## src/rtl/dmem_pkg.sv

```systemverilog
// Shared types and lane helpers for the data-memory access controller.
// Latency: none (types and pure functions only).
// Backpressure: not applicable.
package dmem_pkg;

    typedef enum logic [1:0] {
        SZ_BYTE = 2'b00,
        SZ_HALF = 2'b01,
        SZ_WORD = 2'b10,
        SZ_ILL  = 2'b11
    } size_e;

    typedef enum logic [1:0] {
        ST_IDLE,
        ST_ACCESS,
        ST_MERGE,
        ST_RESP
    } state_e;

    // Big-endian: byte offset 0 lives in the top lane, so the shift shrinks as the offset grows.
    function automatic logic [4:0] lane_shift(input size_e size, input logic [1:0] off);
        case (size)
            SZ_BYTE: lane_shift = {~off, 3'b000};
            SZ_HALF: lane_shift = {~off[1], 4'b0000};
            default: lane_shift = 5'd0;
        endcase
    endfunction

    function automatic logic [31:0] lane_mask(input size_e size);
        case (size)
            SZ_BYTE: lane_mask = 32'h0000_00FF;
            SZ_HALF: lane_mask = 32'h0000_FFFF;
            default: lane_mask = 32'hFFFF_FFFF;
        endcase
    endfunction

    function automatic logic [31:0] lane_merge(input logic [31:0] word, input logic [31:0] data,
                                               input size_e size, input logic [1:0] off);
        logic [4:0]  sh;
        logic [31:0] m;
        sh = lane_shift(size, off);
        m  = lane_mask(size);
        lane_merge = (word & ~(m << sh)) | ((data & m) << sh);
    endfunction

    function automatic logic [31:0] lane_extract(input logic [31:0] word, input size_e size,
                                                 input logic [1:0] off);
        lane_extract = (word >> lane_shift(size, off)) & lane_mask(size);
    endfunction

endpackage

```

## src/rtl/dmem_lane_merge.sv

```systemverilog
// Merges store data into a memory word and extracts right-justified load data from it.
// Latency: purely combinational.
// Backpressure: none; outputs follow inputs.
module dmem_lane_merge
    import dmem_pkg::*;
(
    input  logic [31:0] word,
    input  logic [31:0] wdata,
    input  size_e       size,
    input  logic [1:0]  off,
    output logic [31:0] merged,
    output logic [31:0] extracted
);

    assign merged    = lane_merge(word, wdata, size, off);
    assign extracted = lane_extract(word, size, off);

endmodule

```

## src/rtl/dmem_access_ctrl.sv

```systemverilog
// Two-master arbiter/sequencer for the word-wide big-endian data memory (define DMEM_ARB_RR_EN for round-robin).
// Latency from handshake: error +1, load/word store +2, sub-word store +3 (read-modify-write).
// Backpressure: requests accepted only in IDLE; responses are single-cycle pulses with no back-pressure.
module dmem_access_ctrl
    import dmem_pkg::*;
#(
    parameter int MEMORY_SIZE = 16
)
(
    input  logic        clk,
    input  logic        rst,

    input  logic        m0_req_valid,
    output logic        m0_req_ready,
    input  logic        m0_req_write,
    input  logic [1:0]  m0_req_size,
    input  logic [31:0] m0_req_addr,
    input  logic [31:0] m0_req_wdata,
    output logic        m0_rsp_valid,
    output logic [31:0] m0_rsp_rdata,
    output logic        m0_rsp_err,

    input  logic        m1_req_valid,
    output logic        m1_req_ready,
    input  logic        m1_req_write,
    input  logic [1:0]  m1_req_size,
    input  logic [31:0] m1_req_addr,
    input  logic [31:0] m1_req_wdata,
    output logic        m1_rsp_valid,
    output logic [31:0] m1_rsp_rdata,
    output logic        m1_rsp_err,

    output logic [31:0] mem_addr,
    output logic [31:0] mem_wdata,
    output logic        mem_write,
    input  logic [31:0] mem_rdata
);

    localparam logic [31:0] LAST_WORD = 32'(MEMORY_SIZE - 4);

    state_e      state;
    logic        lat_mst;
    logic        lat_write;
    size_e       lat_size;
    logic [31:0] lat_addr;
    logic [31:0] lat_wdata;
    logic [31:0] cap_word;

    logic        gnt1;
    logic        hs;
    logic        sel_write;
    logic [1:0]  sel_size;
    logic [31:0] sel_addr;
    logic [31:0] sel_wdata;
    logic        req_err;

    logic [31:0] lm_word;
    logic [31:0] lm_merged;
    logic [31:0] lm_extracted;

    logic        rsp_fire;
    logic        rsp_m1;
    logic [31:0] rsp_rd;
    logic        rsp_er;

`ifdef DMEM_ARB_RR_EN
    logic rr_ptr;
    assign gnt1 = m1_req_valid & (~m0_req_valid | rr_ptr);
`else
    assign gnt1 = m1_req_valid & ~m0_req_valid;
`endif

    assign m0_req_ready = (state == ST_IDLE) & m0_req_valid & ~gnt1;
    assign m1_req_ready = (state == ST_IDLE) & gnt1;
    assign hs           = (m0_req_valid & m0_req_ready) | (m1_req_valid & m1_req_ready);

    assign sel_write = gnt1 ? m1_req_write : m0_req_write;
    assign sel_size  = gnt1 ? m1_req_size  : m0_req_size;
    assign sel_addr  = gnt1 ? m1_req_addr  : m0_req_addr;
    assign sel_wdata = gnt1 ? m1_req_wdata : m0_req_wdata;

    always_comb begin
        req_err = 1'b0;
        case (size_e'(sel_size))
            SZ_HALF: req_err = sel_addr[0];
            SZ_WORD: req_err = |sel_addr[1:0];
            SZ_ILL:  req_err = 1'b1;
            default: req_err = 1'b0;
        endcase
        if ({sel_addr[31:2], 2'b00} > LAST_WORD)
            req_err = 1'b1;
    end

    // MERGE rewrites the word captured in ACCESS; every other state works on the live read data.
    assign lm_word = (state == ST_MERGE) ? cap_word : mem_rdata;

    dmem_lane_merge u_lane (
        .word      (lm_word),
        .wdata     (lat_wdata),
        .size      (lat_size),
        .off       (lat_addr[1:0]),
        .merged    (lm_merged),
        .extracted (lm_extracted)
    );

    assign mem_addr  = {lat_addr[31:2], 2'b00};
    assign mem_wdata = lm_merged;
    assign mem_write = ((state == ST_ACCESS) & lat_write & (lat_size == SZ_WORD))
                     | (state == ST_MERGE);

    always_comb begin
        rsp_fire = 1'b0;
        rsp_m1   = lat_mst;
        rsp_rd   = '0;
        rsp_er   = 1'b0;
        case (state)
            ST_IDLE: begin
                if (hs && req_err) begin
                    rsp_fire = 1'b1;
                    rsp_m1   = gnt1;
                    rsp_er   = 1'b1;
                end
            end
            ST_ACCESS: begin
                if (!lat_write) begin
                    rsp_fire = 1'b1;
                    rsp_rd   = lm_extracted;
                end else if (lat_size == SZ_WORD) begin
                    rsp_fire = 1'b1;
                end
            end
            ST_MERGE: rsp_fire = 1'b1;
            default:  rsp_fire = 1'b0;
        endcase
    end

    always_ff @(posedge clk or negedge rst) begin
        if (!rst) begin
            state        <= ST_IDLE;
            lat_mst      <= 1'b0;
            lat_write    <= 1'b0;
            lat_size     <= SZ_BYTE;
            lat_addr     <= '0;
            lat_wdata    <= '0;
            cap_word     <= '0;
            m0_rsp_valid <= 1'b0;
            m0_rsp_rdata <= '0;
            m0_rsp_err   <= 1'b0;
            m1_rsp_valid <= 1'b0;
            m1_rsp_rdata <= '0;
            m1_rsp_err   <= 1'b0;
`ifdef DMEM_ARB_RR_EN
            rr_ptr       <= 1'b0;
`endif
        end else begin
            m0_rsp_valid <= rsp_fire & ~rsp_m1;
            m0_rsp_rdata <= (rsp_fire & ~rsp_m1) ? rsp_rd : '0;
            m0_rsp_err   <= rsp_fire & ~rsp_m1 & rsp_er;
            m1_rsp_valid <= rsp_fire & rsp_m1;
            m1_rsp_rdata <= (rsp_fire & rsp_m1) ? rsp_rd : '0;
            m1_rsp_err   <= rsp_fire & rsp_m1 & rsp_er;

            case (state)
                ST_IDLE: begin
                    if (hs) begin
                        lat_mst   <= gnt1;
                        lat_write <= sel_write;
                        lat_size  <= size_e'(sel_size);
                        lat_addr  <= sel_addr;
                        lat_wdata <= sel_wdata;
                        state     <= req_err ? ST_RESP : ST_ACCESS;
`ifdef DMEM_ARB_RR_EN
                        rr_ptr    <= ~rr_ptr;
`endif
                    end
                end
                ST_ACCESS: begin
                    if (lat_write && lat_size != SZ_WORD) begin
                        cap_word <= mem_rdata;
                        state    <= ST_MERGE;
                    end else begin
                        state    <= ST_RESP;
                    end
                end
                ST_MERGE: state <= ST_RESP;
                default:  state <= ST_IDLE;
            endcase
        end
    end

endmodule

```

## config.mk

```make
export PLATFORM = sky130hd
export DESIGN_NAME = dmem_access_ctrl
export DESIGN_NICKNAME = d
export VERILOG_FILES = /design/src/rtl/dmem_pkg.sv /design/src/rtl/dmem_lane_merge.sv /design/src/rtl/dmem_access_ctrl.sv
export SDC_FILE = /design/constraint.sdc
export NUM_CORES = 1
export LEC_CHECK = 0
export BUFFER_PORTS_ARGS = -buffer_cell sky130_fd_sc_hd__buf_2
export CAP_MARGIN = 25
export CELL_PAD_IN_SITES_DETAIL_PLACEMENT = 0
export CELL_PAD_IN_SITES_GLOBAL_PLACEMENT = 1
export CORE_MARGIN = 3
export CORE_UTILIZATION = 34
export DETAILED_ROUTE_END_ITERATION = 12
export GPL_TIMING_DRIVEN = 0
export PLACE_DENSITY_LB_ADDON = 0.1
export SLEW_MARGIN = 0
export SYNTH_ARGS = -nofsm -noshare
export SYNTH_HDL_FRONTEND = slang
export SYNTH_SLANG_ARGS = --single-unit
```

## constraint.sdc

```tcl
create_clock -name clk -period 2.3 [get_ports clk]
set_clock_uncertainty 0.15 [all_clocks]
set_input_delay 0 -clock clk [delete_from_list [all_inputs] [get_ports clk]]
set_output_delay 0 -clock clk [all_outputs]
set_load 0.01 [all_outputs]
```

==> Implementation_results.wiki, run 1 <==
{| class="wikitable"
! Metric !! Value
|-
| Run status || finished with violations
|-
| Violated checks || setup timing
|-
| Slack of the worst reg-to-reg path || -0.11 ns
|-
| Core area || 24500 um^2
|-
| Startpoint type of the worst setup path || register
|-
| Starting density of the core || 34.9%
|-
| Global-route wire length before repair || 49100 um
|-
| Largest buffer count on any clock path || 2
|-
| Final number of setup-violating endpoints || 52
|-
| Post-route setup slack || -0.114 ns
|-
| Number of nets at the end of the flow || 1584
|-
| Post-synth EDFFs || 0
|-
| Cells after synthesis || 882
|-
| Global route hottest layer || met2
|-
| Cell area after synthesis || 8560 um^2
|-
| Fmax achieved || 414 MHz
|-
| GRT Util Overall || 23.9%
|-
| Shortest period the worst path allows || 2.41 ns
|-
| Max Transition Viols Final || 0
|-
| Die boundary height || 165 um
|-
| Critical path fanouts, max || 10
|-
| Design area || 13900 um^2
|-
| Main synth FF type || sky130_fd_sc_hd__dfrtp_1
|-
| Routed wire length per instance || 18.6 um
|-
| Dpl cell area || 10500 um^2
|-
| Clock tree from TritonCTS || done
|-
| Standby leakage power || 0.00692 uW
|-
| Cell type with the highest occurrence count on the critical path || sky130_fd_sc_hd__nor2_1
|-
| Number of DRC violations after detailed routing || 0
|-
| Reg clk slew, reported paths || 0.07 ns
|-
| Post-synthesis register bit count || 170
|-
| Die outline area || 27100 um^2
|-
| Largest net degree at the start of global routing || 107
|-
| Number of global-route vias before repair || 8755
|-
| Share of the cycle needed by the critical path after routing || 105%
|-
| Post-detailed-route count of antenna-violating nets || 0
|-
| Slowest library cell on the worst path || sky130_fd_sc_hd__dfrtp_1
|-
| Worst hold slack after final layout || 0.0467 ns
|-
| Number of antenna violations at the first check in global routing || 2
|-
| Port Buf Inserts || 302
|-
| Met3 usage in global routing || 4.92%
|-
| Die Width || 165 um
|-
| RSZ-0062 raised after global routing || true
|-
| Worst-case headroom to the max-slew limit || 40.9%
|-
| Total power of the final layout || 18000 uW
|-
| Share of synthesized flip-flops with an asynchronous set or reset || 100%
|-
| RePlAce Congestion || 0.883
|-
| Router iterations before antenna repair || 5
|-
| Cell chain of the critical path || inv_2, ha_4, buf_6, nor2_1, a311o_1, o32a_1, a21bo_2, mux2i_4, buf_12, buf_8, nor2_1
|-
| Worst Path Class, Setup || register to register
|-
| Root cell of the clock tree || sky130_fd_sc_hd__clkbuf_16
|-
| Number of DRC markers after the initial detailed-route iteration || 620
|-
| Crit path buffers/inverters || 4
|-
| Met1 demand-to-capacity share in global routing || 31.4%
|-
| Gr ovfl total || 0
|-
| Required time of the critical path || 2.52 ns
|-
| Hold Crit Class || primary input to register
|-
| Count of standard-cell rows || 57
|-
| Number of buffers added by the clock tree synthesis step || 17
|-
| Mean instance size in the synthesized netlist || 9.70 um^2
|-
| Met2 track utilization from global routing || 40.0%
|-
| Transition time of the tightest slew-check pin || 0.886 ns
|-
| Area growth from synthesis to final layout || 62.5%
|-
| Distinct cell type count after synthesis || 43
|-
| Via Count || 8577
|-
| Sink count of the clock tree || 170
|-
| Proportion of layout cells with a drive suffix above 1 || 41.8%
|-
| Total count of hold-check failures in the final report || 0
|-
| Power density over the cells || 1290 nW/um^2
|-
| Maximum single-stage delay on the critical path || 0.41 ns
|-
| Arrival @ worst endpoint || 2.64 ns
|-
| Critical path's top delay family || compound AO/OA/AOI/OAI gates
|-
| Final Routed Wirelength || 32500 um
|-
| Count of yosys warnings during synthesis || 0
|-
| Routed via count divided by cell count || 4.91
|-
| Insertion delay to the later sink of the worst-skew pair || 0.44 ns
|-
| Max-capacitance violation count || 0
|-
| Count of pins on the block boundary || 305
|-
| Largest vdd supply drop || 0.000534 V
|-
| Number of levels the H-tree was split into || 4
|-
| Sort of element at the end of the critical path || register
|-
| Sum of net half-perimeters after detailed placement || 23800 um
|-
| Fraction of the yosys area taken by sequential cells || 49.7%
|}
## cells in the mapped netlist, drive strengths merged (3+ instances only)
cell | n | area share [%]
dfrtp | 170 | 50
clkbuf | 40 | 1.8
inv | 18 | 0.79
o21ai | 103 | 6.0
nor3 | 3 | 0.18
mux2 | 56 | 7.4
nor2 | 114 | 5.0
nand3 | 19 | 1.1
mux2i | 84 | 9.9
o22ai | 9 | 0.66
nand2 | 100 | 4.4
a22oi | 14 | 1.2
a211oi | 16 | 1.4
nand4 | 3 | 0.22
buf | 53 | 4.2
nor4 | 13 | 0.95
a21oi | 39 | 2.3
ha | 4 | 0.58
## power breakdown
| part | leakage, uW | internal (uW) | total [uW] | switching [uW] |
|---|---|---|---|---|
| combinational | 0.00443 | 4700 | 10300 | 5630 |
| clock | 0.000290 | 1470 | 2940 | 1470 |
| sequential | 0.00219 | 3960 | 4730 | 765 |
| total | 0.00692 | 10100 | 18000 | 7860 |
## through the flow
step	setup TNS [ns]	cells	setup WS, ns	utilization (%)
2_1_floorplan	0	883	0.0587	-
3_3_place_gp	-342.94	1509	-1.69	42.7
3_5_place_dp	-61.53	1510	-0.778	42.9
4_1_cts	-2.62	1741	-0.0881	55.3
5_1_grt	-12.56	1748	-0.215	56.7
6_report	-3.88	1748	-0.114	56.7
## layout make-up
| cell class | count | area (um^2) |
|---|---|---|
| fillers | 2234 | 10600 |
| multi-input cells | 602 | 4290 |
| flip-flops and latches | 170 | 4260 |
| repair buffers | 509 | 3610 |
| plain buffers | 92 | 673 |
| clock buffers | 17 | 425 |
| well taps | 324 | 405 |
| clock inverters | 15 | 175 |
| inverters | 18 | 67.6 |
| diodes | 1 | 2.50 |
## registers in the layout (all words and copies together) (netlist names), 2 cells and up
signal        count
m1_rsp_rdata     32
lat_addr         32
cap_word         32
m0_rsp_rdata     32
lat_wdata        32
state             2
lat_size          2
## cell families after synthesis
kind of cell / count (synthesis) / share of synthesized area [%]
other: 1 / 0.0438
and+or+nand+nor: 265 / 12.9
muxes: 140 / 17.2
AOI/OAI and AO/OA: 191 / 12.8
buffers and inverters: 111 / 6.71
adders and majority gates: 4 / 0.585
DFF: 170 / 49.7
## worst paths after layout
| path | startpoint | to | cells past startpoint |
|---|---|---|---|
| min | m0_req_valid | m1_rsp_err$_DFF_PN0_ | 5 |
| min in group asynchronous | rst | m0_rsp_rdata[3]$_DFF_PN0_ | 3 |
| max reg2reg | state[0]$_DFFE_PN0P_ | m0_rsp_rdata[27]$_DFF_PN0_ | 11 |
| max | state[0]$_DFFE_PN0P_ | m0_rsp_rdata[27]$_DFF_PN0_ | 11 |
| min reg2reg | lat_addr[10]$_DFFE_PN0P_ | lat_addr[10]$_DFFE_PN0P_ | 2 |
| max in group asynchronous | rst | lat_addr[0]$_DFFE_PN0P_ | 4 |
## worst min-delay path, cell delays in order
cell and delay [ns]:
sky130_fd_sc_hd__buf_2 0.13, sky130_fd_sc_hd__nor2b_1 0.05, sky130_fd_sc_hd__buf_4 0.18, sky130_fd_sc_hd__nand2_1 0.16, sky130_fd_sc_hd__nor3_1 0.07
## cells in the final DEF, fill, tap and decap left out, types with 4 or more instances in the layout
cell                            netlist  routed
sky130_fd_sc_hd__a21oi_4              0       4
sky130_fd_sc_hd__a211oi_1            16      16
sky130_fd_sc_hd__nor2_2               0      30
sky130_fd_sc_hd__mux2i_4              0      12
sky130_fd_sc_hd__inv_8                0       6
sky130_fd_sc_hd__a21oi_1             39      24
sky130_fd_sc_hd__mux2i_1             83      71
sky130_fd_sc_hd__buf_2                9     306
sky130_fd_sc_hd__o22ai_1              9       4
sky130_fd_sc_hd__nand3_1             19      19
sky130_fd_sc_hd__o21ai_2              0      14
sky130_fd_sc_hd__a22oi_1             14       7
sky130_fd_sc_hd__mux2_4               0      23
sky130_fd_sc_hd__dlygate4sd3_1        0     174
sky130_fd_sc_hd__o22ai_2              0       5
sky130_fd_sc_hd__clkinv_8             0       4
sky130_fd_sc_hd__a22oi_2              0       7
sky130_fd_sc_hd__nor4_1              13      13
sky130_fd_sc_hd__clkbuf_1            40      16
sky130_fd_sc_hd__nand2_1            100      99
sky130_fd_sc_hd__clkbuf_8             0       4
sky130_fd_sc_hd__dfrtp_1            170     169
sky130_fd_sc_hd__buf_8                0       4
sky130_fd_sc_hd__o21ai_0            102      78
sky130_fd_sc_hd__inv_2                0       8
sky130_fd_sc_hd__nor2_1             114      82
sky130_fd_sc_hd__mux2_2              56      33
sky130_fd_sc_hd__buf_12               0       6
sky130_fd_sc_hd__a21oi_2              0      11
sky130_fd_sc_hd__buf_4               33      57
sky130_fd_sc_hd__clkbuf_16            0      18
sky130_fd_sc_hd__buf_6                3       8
sky130_fd_sc_hd__clkbuf_2             0      13
sky130_fd_sc_hd__buf_1                8       8
sky130_fd_sc_hd__o21ai_1              1      11
sky130_fd_sc_hd__inv_1               18      10
## what timing repair did
action | CTS | global route
buffers inserted | 26 | 5
hold endpoints to repair | 288 | 0
pin swaps | 4 | 13
gates resized for setup | 154 | 85
hold buffers | 174 | 0
cloned | 1 | 1
endpoints found under the setup margin | 198 | 118
## routing by layer
metal  vias up  part of all wire (%)
li1       4096                     -
met1      4111                    44
met2       321                    48
met3        47                   6.3
met4         2                   2.1
met5         -                 0.040
Note: power is estimated with default switching activity, not from simulation.
==> inputs of run 2 (changes only) <==
Settings changed: CORE_UTILIZATION 34 to 31.
==> run 2 against run 1 <==
Net effect:
- the flow still finishes with violations (setup timing)
- flip-flop and latch count unchanged
- sequential power about the same
- sequential share of layout area down 0.22 points
- die area up 9.3%
- cell count up 0.80%
- clock-buffer cell count up 3
- total power up 1.3%
- via count down 1.1%
- global-route usage down 2.0 points
- core utilization down 4.8 points
- design area up 0.77%
- clock power down 5%
- largest power group unchanged
- highest routed layer is now met4
==> Implementation_results.wiki, run 2 (same netlist as run 1, synthesis figures left out) <==
{| class="wikitable"
! Metric !! Value
|-
| Port Buf Inserts || 302 (unchanged)
|-
| RSZ-0062 raised after global routing || true
|-
| Number of DRC markers after the initial detailed-route iteration || 491 (-21%)
|-
| Worst Path Class, Setup || register to output port
|-
| Largest net degree at the start of global routing || 103 (-3.7%)
|-
| Largest buffer count on any clock path || 2 (unchanged)
|-
| Router iterations before antenna repair || 5 (unchanged)
|-
| Largest vdd supply drop || 0.000516 V (-3.4%)
|-
| Count of standard-cell rows || 60 (+5.3%)
|-
| Max Transition Viols Final || 0 (unchanged)
|-
| Critical path fanouts, max || 5 (-5)
|-
| Power density over the cells || 1300 nW/um^2 (+0.56%)
|-
| Number of DRC violations after detailed routing || 0 (unchanged)
|-
| Fillers || 2581 (+16%)
|-
| GRT Util Overall || 22.0% (-2.0 points)
|-
| Run status || finished with violations
|-
| Gr ovfl total || 0 (unchanged)
|-
| Sink count of the clock tree || 170 (unchanged)
|-
| Sequential cell area || 4260 um^2 (about the same)
|-
| Hold Crit Class || primary input to register
|-
| Most common cell after layout, fill and taps aside || sky130_fd_sc_hd__buf_2
|-
| Share of the cycle needed by the critical path after routing || 106% (+1.1 points)
|-
| Via Count || 8486 (-1.1%)
|-
| Routed via count divided by cell count || 4.82 (-1.8%)
|-
| Insertion delay to the later sink of the worst-skew pair || 0.43 ns (about the same)
|-
| Post-route setup slack || -0.139 ns (-0.0247 ns)
|-
| Endpoint of the worst hold-timing path || m0_rsp_err$_DFF_PN0_
|-
| Sort of element at the end of the critical path || output port
|-
| ANT cells || 0 (-1)
|-
| Worst hold slack after final layout || 0.0436 ns (-0.00319 ns)
|-
| Instance count along the most critical hold path || 6 (+1)
|-
| Core area || 27000 um^2 (+10%)
|-
| Global-route wire length before repair || 49300 um (+0.34%)
|-
| Startpoint type of the worst setup path || register
|-
| Reg-to-reg critical path endpoint || m0_rsp_rdata[21]$_DFF_PN0_
|-
| Arrival @ worst endpoint || 2.29 ns (-0.35 ns)
|-
| Routed wire length per instance || 19.1 um (+2.9%)
|-
| Die boundary height || 172 um (+4.6%)
|-
| Reg clk slew, reported paths || 0.07 ns (about the same)
|-
| Violated checks || setup timing
|-
| Final number of setup-violating endpoints || 77 (+48%)
|-
| Highest-count cells in the layout ignoring fill and taps || 304 x sky130_fd_sc_hd__buf_2, 170 x sky130_fd_sc_hd__dlygate4sd3_1, 167 x sky130_fd_sc_hd__dfrtp_1, 99 x sky130_fd_sc_hd__nand2_1, 81 x sky130_fd_sc_hd__o21ai_0
|-
| Final Routed Wirelength || 33700 um (+3.7%)
|-
| RePlAce Congestion || 0.861 (-2.5%)
|-
| Shortest period the worst path allows || 2.44 ns (+0.0247 ns)
|-
| Layout Cells excl Fill || 1762 (+0.80%)
|-
| Worst-case headroom to the max-slew limit || 37.1% (-3.9 points)
|-
| Standby leakage power || 0.00693 uW (+0.21%)
|-
| Slack of the worst reg-to-reg path || -0.11 ns (about the same)
|-
| Source of the worst hold timing path || m1_req_addr[14]
|-
| Total count of hold-check failures in the final report || 0 (unchanged)
|-
| Area growth from synthesis to final layout || 63.7%
|-
| Cell Count Post-Placement || 1527 (+1.1%)
|-
| Count of cells along the worst register-to-register path || 11 (unchanged)
|-
| Count of pins on the block boundary || 305 (unchanged)
|-
| Max-capacitance violation count || 0 (unchanged)
|-
| Number of nets at the end of the flow || 1582 (-0.13%)
|-
| Proportion of layout cells with a drive suffix above 1 || 43.1% (+1.3 points)
|-
| Number of antenna violations at the first check in global routing || 0 (-2)
|-
| Die Width || 172 um (+4.6%)
|-
| Required time of the critical path || 2.15 ns (-0.37 ns)
|-
| Die outline area || 29600 um^2 (+9.3%)
|-
| Number of global-route vias before repair || 8554 (-2.3%)
|-
| Starting density of the core || 31.7% (-3.2 points)
|-
| RR Startpoint || state[0]$_DFFE_PN0P_
|-
| Clock tree from TritonCTS || done
|-
| Number of buffers added by the clock tree synthesis step || 17 (unchanged)
|-
| Fmax achieved || 410 MHz (-1.0%)
|-
| Post-detailed-route count of antenna-violating nets || 0 (unchanged)
|-
| Multi-input logic area || 4350 um^2 (+1.4%)
|-
| Root cell of the clock tree || sky130_fd_sc_hd__clkbuf_16
|-
| Number of levels the H-tree was split into || 4 (unchanged)
|-
| Sum of net half-perimeters after detailed placement || 25000 um (+5.2%)
|-
| Transition time of the tightest slew-check pin || 0.944 ns (+0.0583 ns)
|}
==> run 2: worst max-delay path: stages (launching register included) <==
cell and delay (ns):
sky130_fd_sc_hd__dfrtp_1 0.44, sky130_fd_sc_hd__ha_4 0.23, sky130_fd_sc_hd__buf_4 0.14, sky130_fd_sc_hd__bufbuf_16 0.26, sky130_fd_sc_hd__mux2_4 0.36, sky130_fd_sc_hd__a22oi_2 0.18, sky130_fd_sc_hd__o21ai_2 0.11, sky130_fd_sc_hd__buf_2 0.15
==> run 2: cell type report <==
cell class | count | share of cell area, %
clock inverter | 12 | 0.750
tap | 341 | 3.05
inverter | 18 | 0.482
buffer | 92 | 4.98
sequential | 170 | 30.4
clock buffer | 20 | 3.26
multi-input combinational | 602 | 31.0
timing repair buffer | 507 | 26.0
==> run 2: how the worst max path moves through the flow <==
stage	from	endpoint	slack [ns]	cells past startpoint
6_report	state[1]$_DFFE_PN0P_	mem_wdata[30]	-0.14	7
5_1_grt	state[0]$_DFFE_PN0P_	m0_rsp_rdata[11]$_DFF_PN0_	-0.21	11
4_1_cts	state[0]$_DFFE_PN0P_	m0_rsp_rdata[19]$_DFF_PN0_	-0.11	11
3_3_place_gp	rst	lat_addr[27]$_DFFE_PN0P_	-1.76	1
3_5_place_dp	state[0]$_DFFE_PN0P_	m0_rsp_rdata[1]$_DFF_PN0_	-0.84	9
2_1_floorplan	state[0]$_DFFE_PN0P_	m0_rsp_rdata[6]$_DFF_PN0_	0.06	10
==> run 2: where the power goes <==
group	total [uW]	switching [uW]	internal (uW)	leakage, uW
combinational	10700	5750	4950	0.00446
sequential	4740	771	3970	0.00219
clock	2790	1320	1480	0.000276
==> run 2: repair_timing <==
action,4_1_cts,5_1_grt
hold buffers,170,0
endpoints found under the hold margin,292,0
pin swaps,18,10
resized for setup,175,94
gates cloned,2,3
buffers inserted,22,7
endpoints found under the setup margin,198,168
==> run 2: stage by stage <==
stage	setup slack [ns]	setup TNS, ns	area (um^2)	power (uW)	util (%)
floorplan	0.0587	0	8560	9310	-
global placement	-1.76	-360.73	10500	12400	38.8
detailed placement	-0.839	-66.90	10500	12500	39.0
CTS	-0.114	-3.68	13600	17400	50.2
global route	-0.207	-12.42	14000	19300	51.8
finish	-0.139	-5.40	14000	18200	51.8
==> run 2: layer usage <==
metal,wire (um),vias to the layer above,global-route usage (%)
li1,-,4094,-
met3,1530,34,2.79
met2,16200,263,36.1
met1,15300,4095,30.5
met4,663,0,6.35
met5,0,-,0
==> inputs of run 3 (changes only) <==
Settings changed: GPL_TIMING_DRIVEN 0 to unset.
==> run 3 against run 2 <==
Net effect:
- the run still ends with setup timing left
- sequential share of layout area rose by 0.28 points
- setup slack improved by 0.077 ns
- critical endpoint is now m0_rsp_rdata[0]$_DFF_PN0_
- global-route usage fell by 0.85 points
- via count fell by 3.2%
- first-iteration DRC count fell by 11%
- design area fell by 0.94%
- flip-flop and latch count did not move
- critical path type is now register to register
- total power fell by 0.70%
- maximum frequency rose by 3.3%
- core utilization fell by 0.49 points
==> Implementation_results.wiki, run 3 (same netlist as run 1, synthesis figures left out) <==
{| class="wikitable"
! Metric !! Value
|-
| Slowest library cell on the worst path || sky130_fd_sc_hd__dfrtp_1
|-
| Total negative setup slack || -0.440 ns (+4.96 ns)
|-
| Share of the cycle needed by the critical path after routing || 103% (-3.4 points)
|-
| Cell-internal power || 10200 uW (-1.5%)
|-
| Share of total power in the clock network || 16.1% (+0.8 points)
|-
| Crit path buffers/inverters || 3 (unchanged)
|-
| Worst-case headroom to the max-slew limit || 61.1% (+24 points)
|-
| Die boundary height || 172 um (unchanged)
|-
| Required time of the critical path || 2.50 ns (+0.35 ns)
|-
| Power density over the cells || 1310 nW/um^2 (+0.24%)
|-
| Net switching power || 7870 uW (+0.38%)
|-
| Sum of net half-perimeters after detailed placement || 22900 um (-8.4%)
|-
| Via Count || 8211 (-3.2%)
|-
| Post-detailed-route count of antenna-violating nets || 0 (unchanged)
|-
| Number of levels the H-tree was split into || 4 (unchanged)
|-
| Port Buf Inserts || 302 (unchanged)
|-
| Root cell of the clock tree || sky130_fd_sc_hd__clkbuf_16
|-
| Standby leakage power || 0.00682 uW (-1.7%)
|-
| Core area || 27000 um^2 (unchanged)
|-
| Layout Cells excl Fill || 1705 (-3.2%)
|-
| Number of DRC markers after the initial detailed-route iteration || 437 (-11%)
|-
| RePlAce Congestion || 0.834 (-3.1%)
|-
| Worst Path Class, Setup || register to register
|-
| Die Width || 172 um (unchanged)
|-
| Cell Count Post-Placement || 1475 (-3.4%)
|-
| Number of global-route vias before repair || 8200 (-4.1%)
|-
| Routed wire length per instance || 19.0 um (-0.72%)
|-
| Largest buffer count on any clock path || 2 (unchanged)
|-
| Violated checks || setup timing
|-
| Global-route wire length before repair || 47500 um (-3.6%)
|-
| Highest-count cells in the layout ignoring fill and taps || 301 x sky130_fd_sc_hd__buf_2, 168 x sky130_fd_sc_hd__dfrtp_1, 168 x sky130_fd_sc_hd__dlygate4sd3_1, 98 x sky130_fd_sc_hd__nand2_1
|-
| Number of antenna violations at the first check in global routing || 0 (unchanged)
|-
| Final Routed Wirelength || 32300 um (-3.9%)
|-
| Switching power as a share of total power || 43.5% (+0.47 points)
|-
| Largest vdd supply drop || 0.000587 V (+14%)
|-
| Number of nets at the end of the flow || 1525 (-3.6%)
|-
| Router iterations before antenna repair || 5 (unchanged)
|-
| Fmax achieved || 423 MHz (+3.3%)
|-
| Insertion delay to the later sink of the worst-skew pair || 0.42 ns (about the same)
|-
| Largest net degree at the start of global routing || 86 (-17%)
|-
| Number of DRC violations after detailed routing || 0 (unchanged)
|-
| RSZ-0062 raised after global routing || true
|-
| Gr ovfl total || 0 (unchanged)
|-
| Shortest period the worst path allows || 2.36 ns (-0.0772 ns)
|-
| Combinational group share of total power || 57.8% (-0.9 points)
|-
| GRT Util Overall || 21.1% (-0.85 points)
|-
| Count of pins on the block boundary || 305 (unchanged)
|-
| Clock tree from TritonCTS || done
|-
| Startpoint type of the worst setup path || register
|-
| Area growth from synthesis to final layout || 62.2%
|-
| Arrival @ worst endpoint || 2.56 ns (+0.27 ns)
|-
| Critical path fanouts, max || 8 (+3)
|-
| Max-capacitance violation count || 0 (unchanged)
|-
| Final number of setup-violating endpoints || 28 (-64%)
|-
| Proportion of layout cells with a drive suffix above 1 || 42.7% (-0.47 points)
|-
| Maximum single-stage delay on the critical path || 0.39 ns (-0.05 ns)
|-
| Sink count of the clock tree || 170 (unchanged)
|-
| Run status || finished with violations
|-
| Hold Crit Class || primary input to async pin
|-
| Count of standard-cell rows || 60 (unchanged)
|-
| Sort of element at the end of the critical path || register
|-
| ANT cells || 0 (unchanged)
|-
| Total power of the final layout || 18100 uW (-0.70%)
|-
| Starting density of the core || 31.7% (unchanged)
|-
| Post-route setup slack || -0.0614 ns (+0.0772 ns)
|-
| Routed via count divided by cell count || 4.82 (about the same)
|-
| Die outline area || 29600 um^2 (unchanged)
|-
| Worst setup timing slack at the placement stage || -0.0253 ns (+0.813 ns)
|-
| Number of buffers added by the clock tree synthesis step || 17 (unchanged)
|-
| Worst hold slack after final layout || 0.00763 ns (-0.0359 ns)
|-
| Cell chain of the critical path || buf_4, ha_4, a311o_1, o32a_1, a21bo_4, mux2i_4, buf_12, clkbuf_16, nor2_1
|-
| Max Transition Viols Final || 0 (unchanged)
|-
| Most common cell after layout, fill and taps aside || sky130_fd_sc_hd__buf_2
|-
| Reg clk slew, reported paths || 0.08 ns (about the same)
|-
| Sequential group share of total power || 26.1% (about the same)
|-
| Critical path's top delay family || compound AO/OA/AOI/OAI gates
|-
| Total count of hold-check failures in the final report || 0 (unchanged)
|-
| Transition time of the tightest slew-check pin || 0.583 ns (-0.361 ns)
|}
## run 3: cell count changes in the layout (fill, tap and decap cells not counted), sizes merged
cell	before	now
dlygate4sd3	170	168
buf	390	368
clkinvlp	1	0
clkinv	5	7
inv	24	25
clkbuf	58	23
## run 3: area by class of cell
class | count | area (um^2)
inverter | 18 | 67.6
sequential | 170 | 4260
tap | 341 | 427
clock inverter | 14 | 165
timing repair buffer | 542 | 4110
fill | 2613 | 13100
multi-input combinational | 602 | 4410
clock buffer | 18 | 439
## run 3: power by group through the flow
stage	logic (uW)	registers (uW)	clock network, uW
after floorplan	4850	4460	0
after global placement	7710	4650	0
after detailed placement	7740	4670	0
after CTS	9180	4680	3000
after global routing	11200	4850	3130
final	10500	4730	2910
## run 3: path summary, 6_finish.rpt
path,start,to,slack [ns],depth (start not counted)
worst max-delay path,state[0]$_DFFE_PN0P_,m0_rsp_rdata[0]$_DFF_PN0_,-0.06,9
worst min-delay path,rst,m0_rsp_rdata[6]$_DFF_PN0_,0.008,3
worst max register to register,state[0]$_DFFE_PN0P_,m0_rsp_rdata[0]$_DFF_PN0_,-0.06,9
worst min register to register,lat_addr[16]$_DFFE_PN0P_,lat_addr[16]$_DFFE_PN0P_,0.33,2
max in group asynchronous,rst,lat_size[0]$_DFFE_PN0P_,1.58,3
min in group clk,m1_req_valid,m0_rsp_err$_DFF_PN0_,0.02,4
## run 3: per-stage QoR
step	util [%]	area, um^2
after global routing	51.3	13900
after global placement	38.8	10500
final	51.3	13900
after CTS	49.2	13300
after floorplan	-	8560
after detailed placement	38.8	10500
## run 3: layer usage
layer  vias up  global-route usage, %  wire [um]  part of all wire (%)
met5         -                      0          0                     0
met4         0                   5.21        512                   1.6
met3        26                   3.68       1560                   4.8
met2       253                   34.6      15900                    49
met1      3959                   29.2      14400                    44
li1       3973                      -          -                     -
## run 3: timing repair
| item | in CTS | in global routing |
|---|---|---|
| pin swaps | 3 | 14 |
| resized for setup | 97 | 93 |
| endpoints found under the hold margin | 291 | 0 |
| endpoints found under the setup margin | 34 | 98 |
| gates cloned | 3 | 7 |
| hold buffers | 169 | 0 |
| setup buffers | 14 | 10 |
## run 3: worst reg2reg max path, delay by kind of cell (launching register included)
family / cells / cell delay, ns
simple gates: 1 / 0.11
flops: 1 / 0.39
mux: 1 / 0.06
buf+inv: 3 / 0.48
fa+ha+maj: 1 / 0.17
compound gates: 3 / 0.92
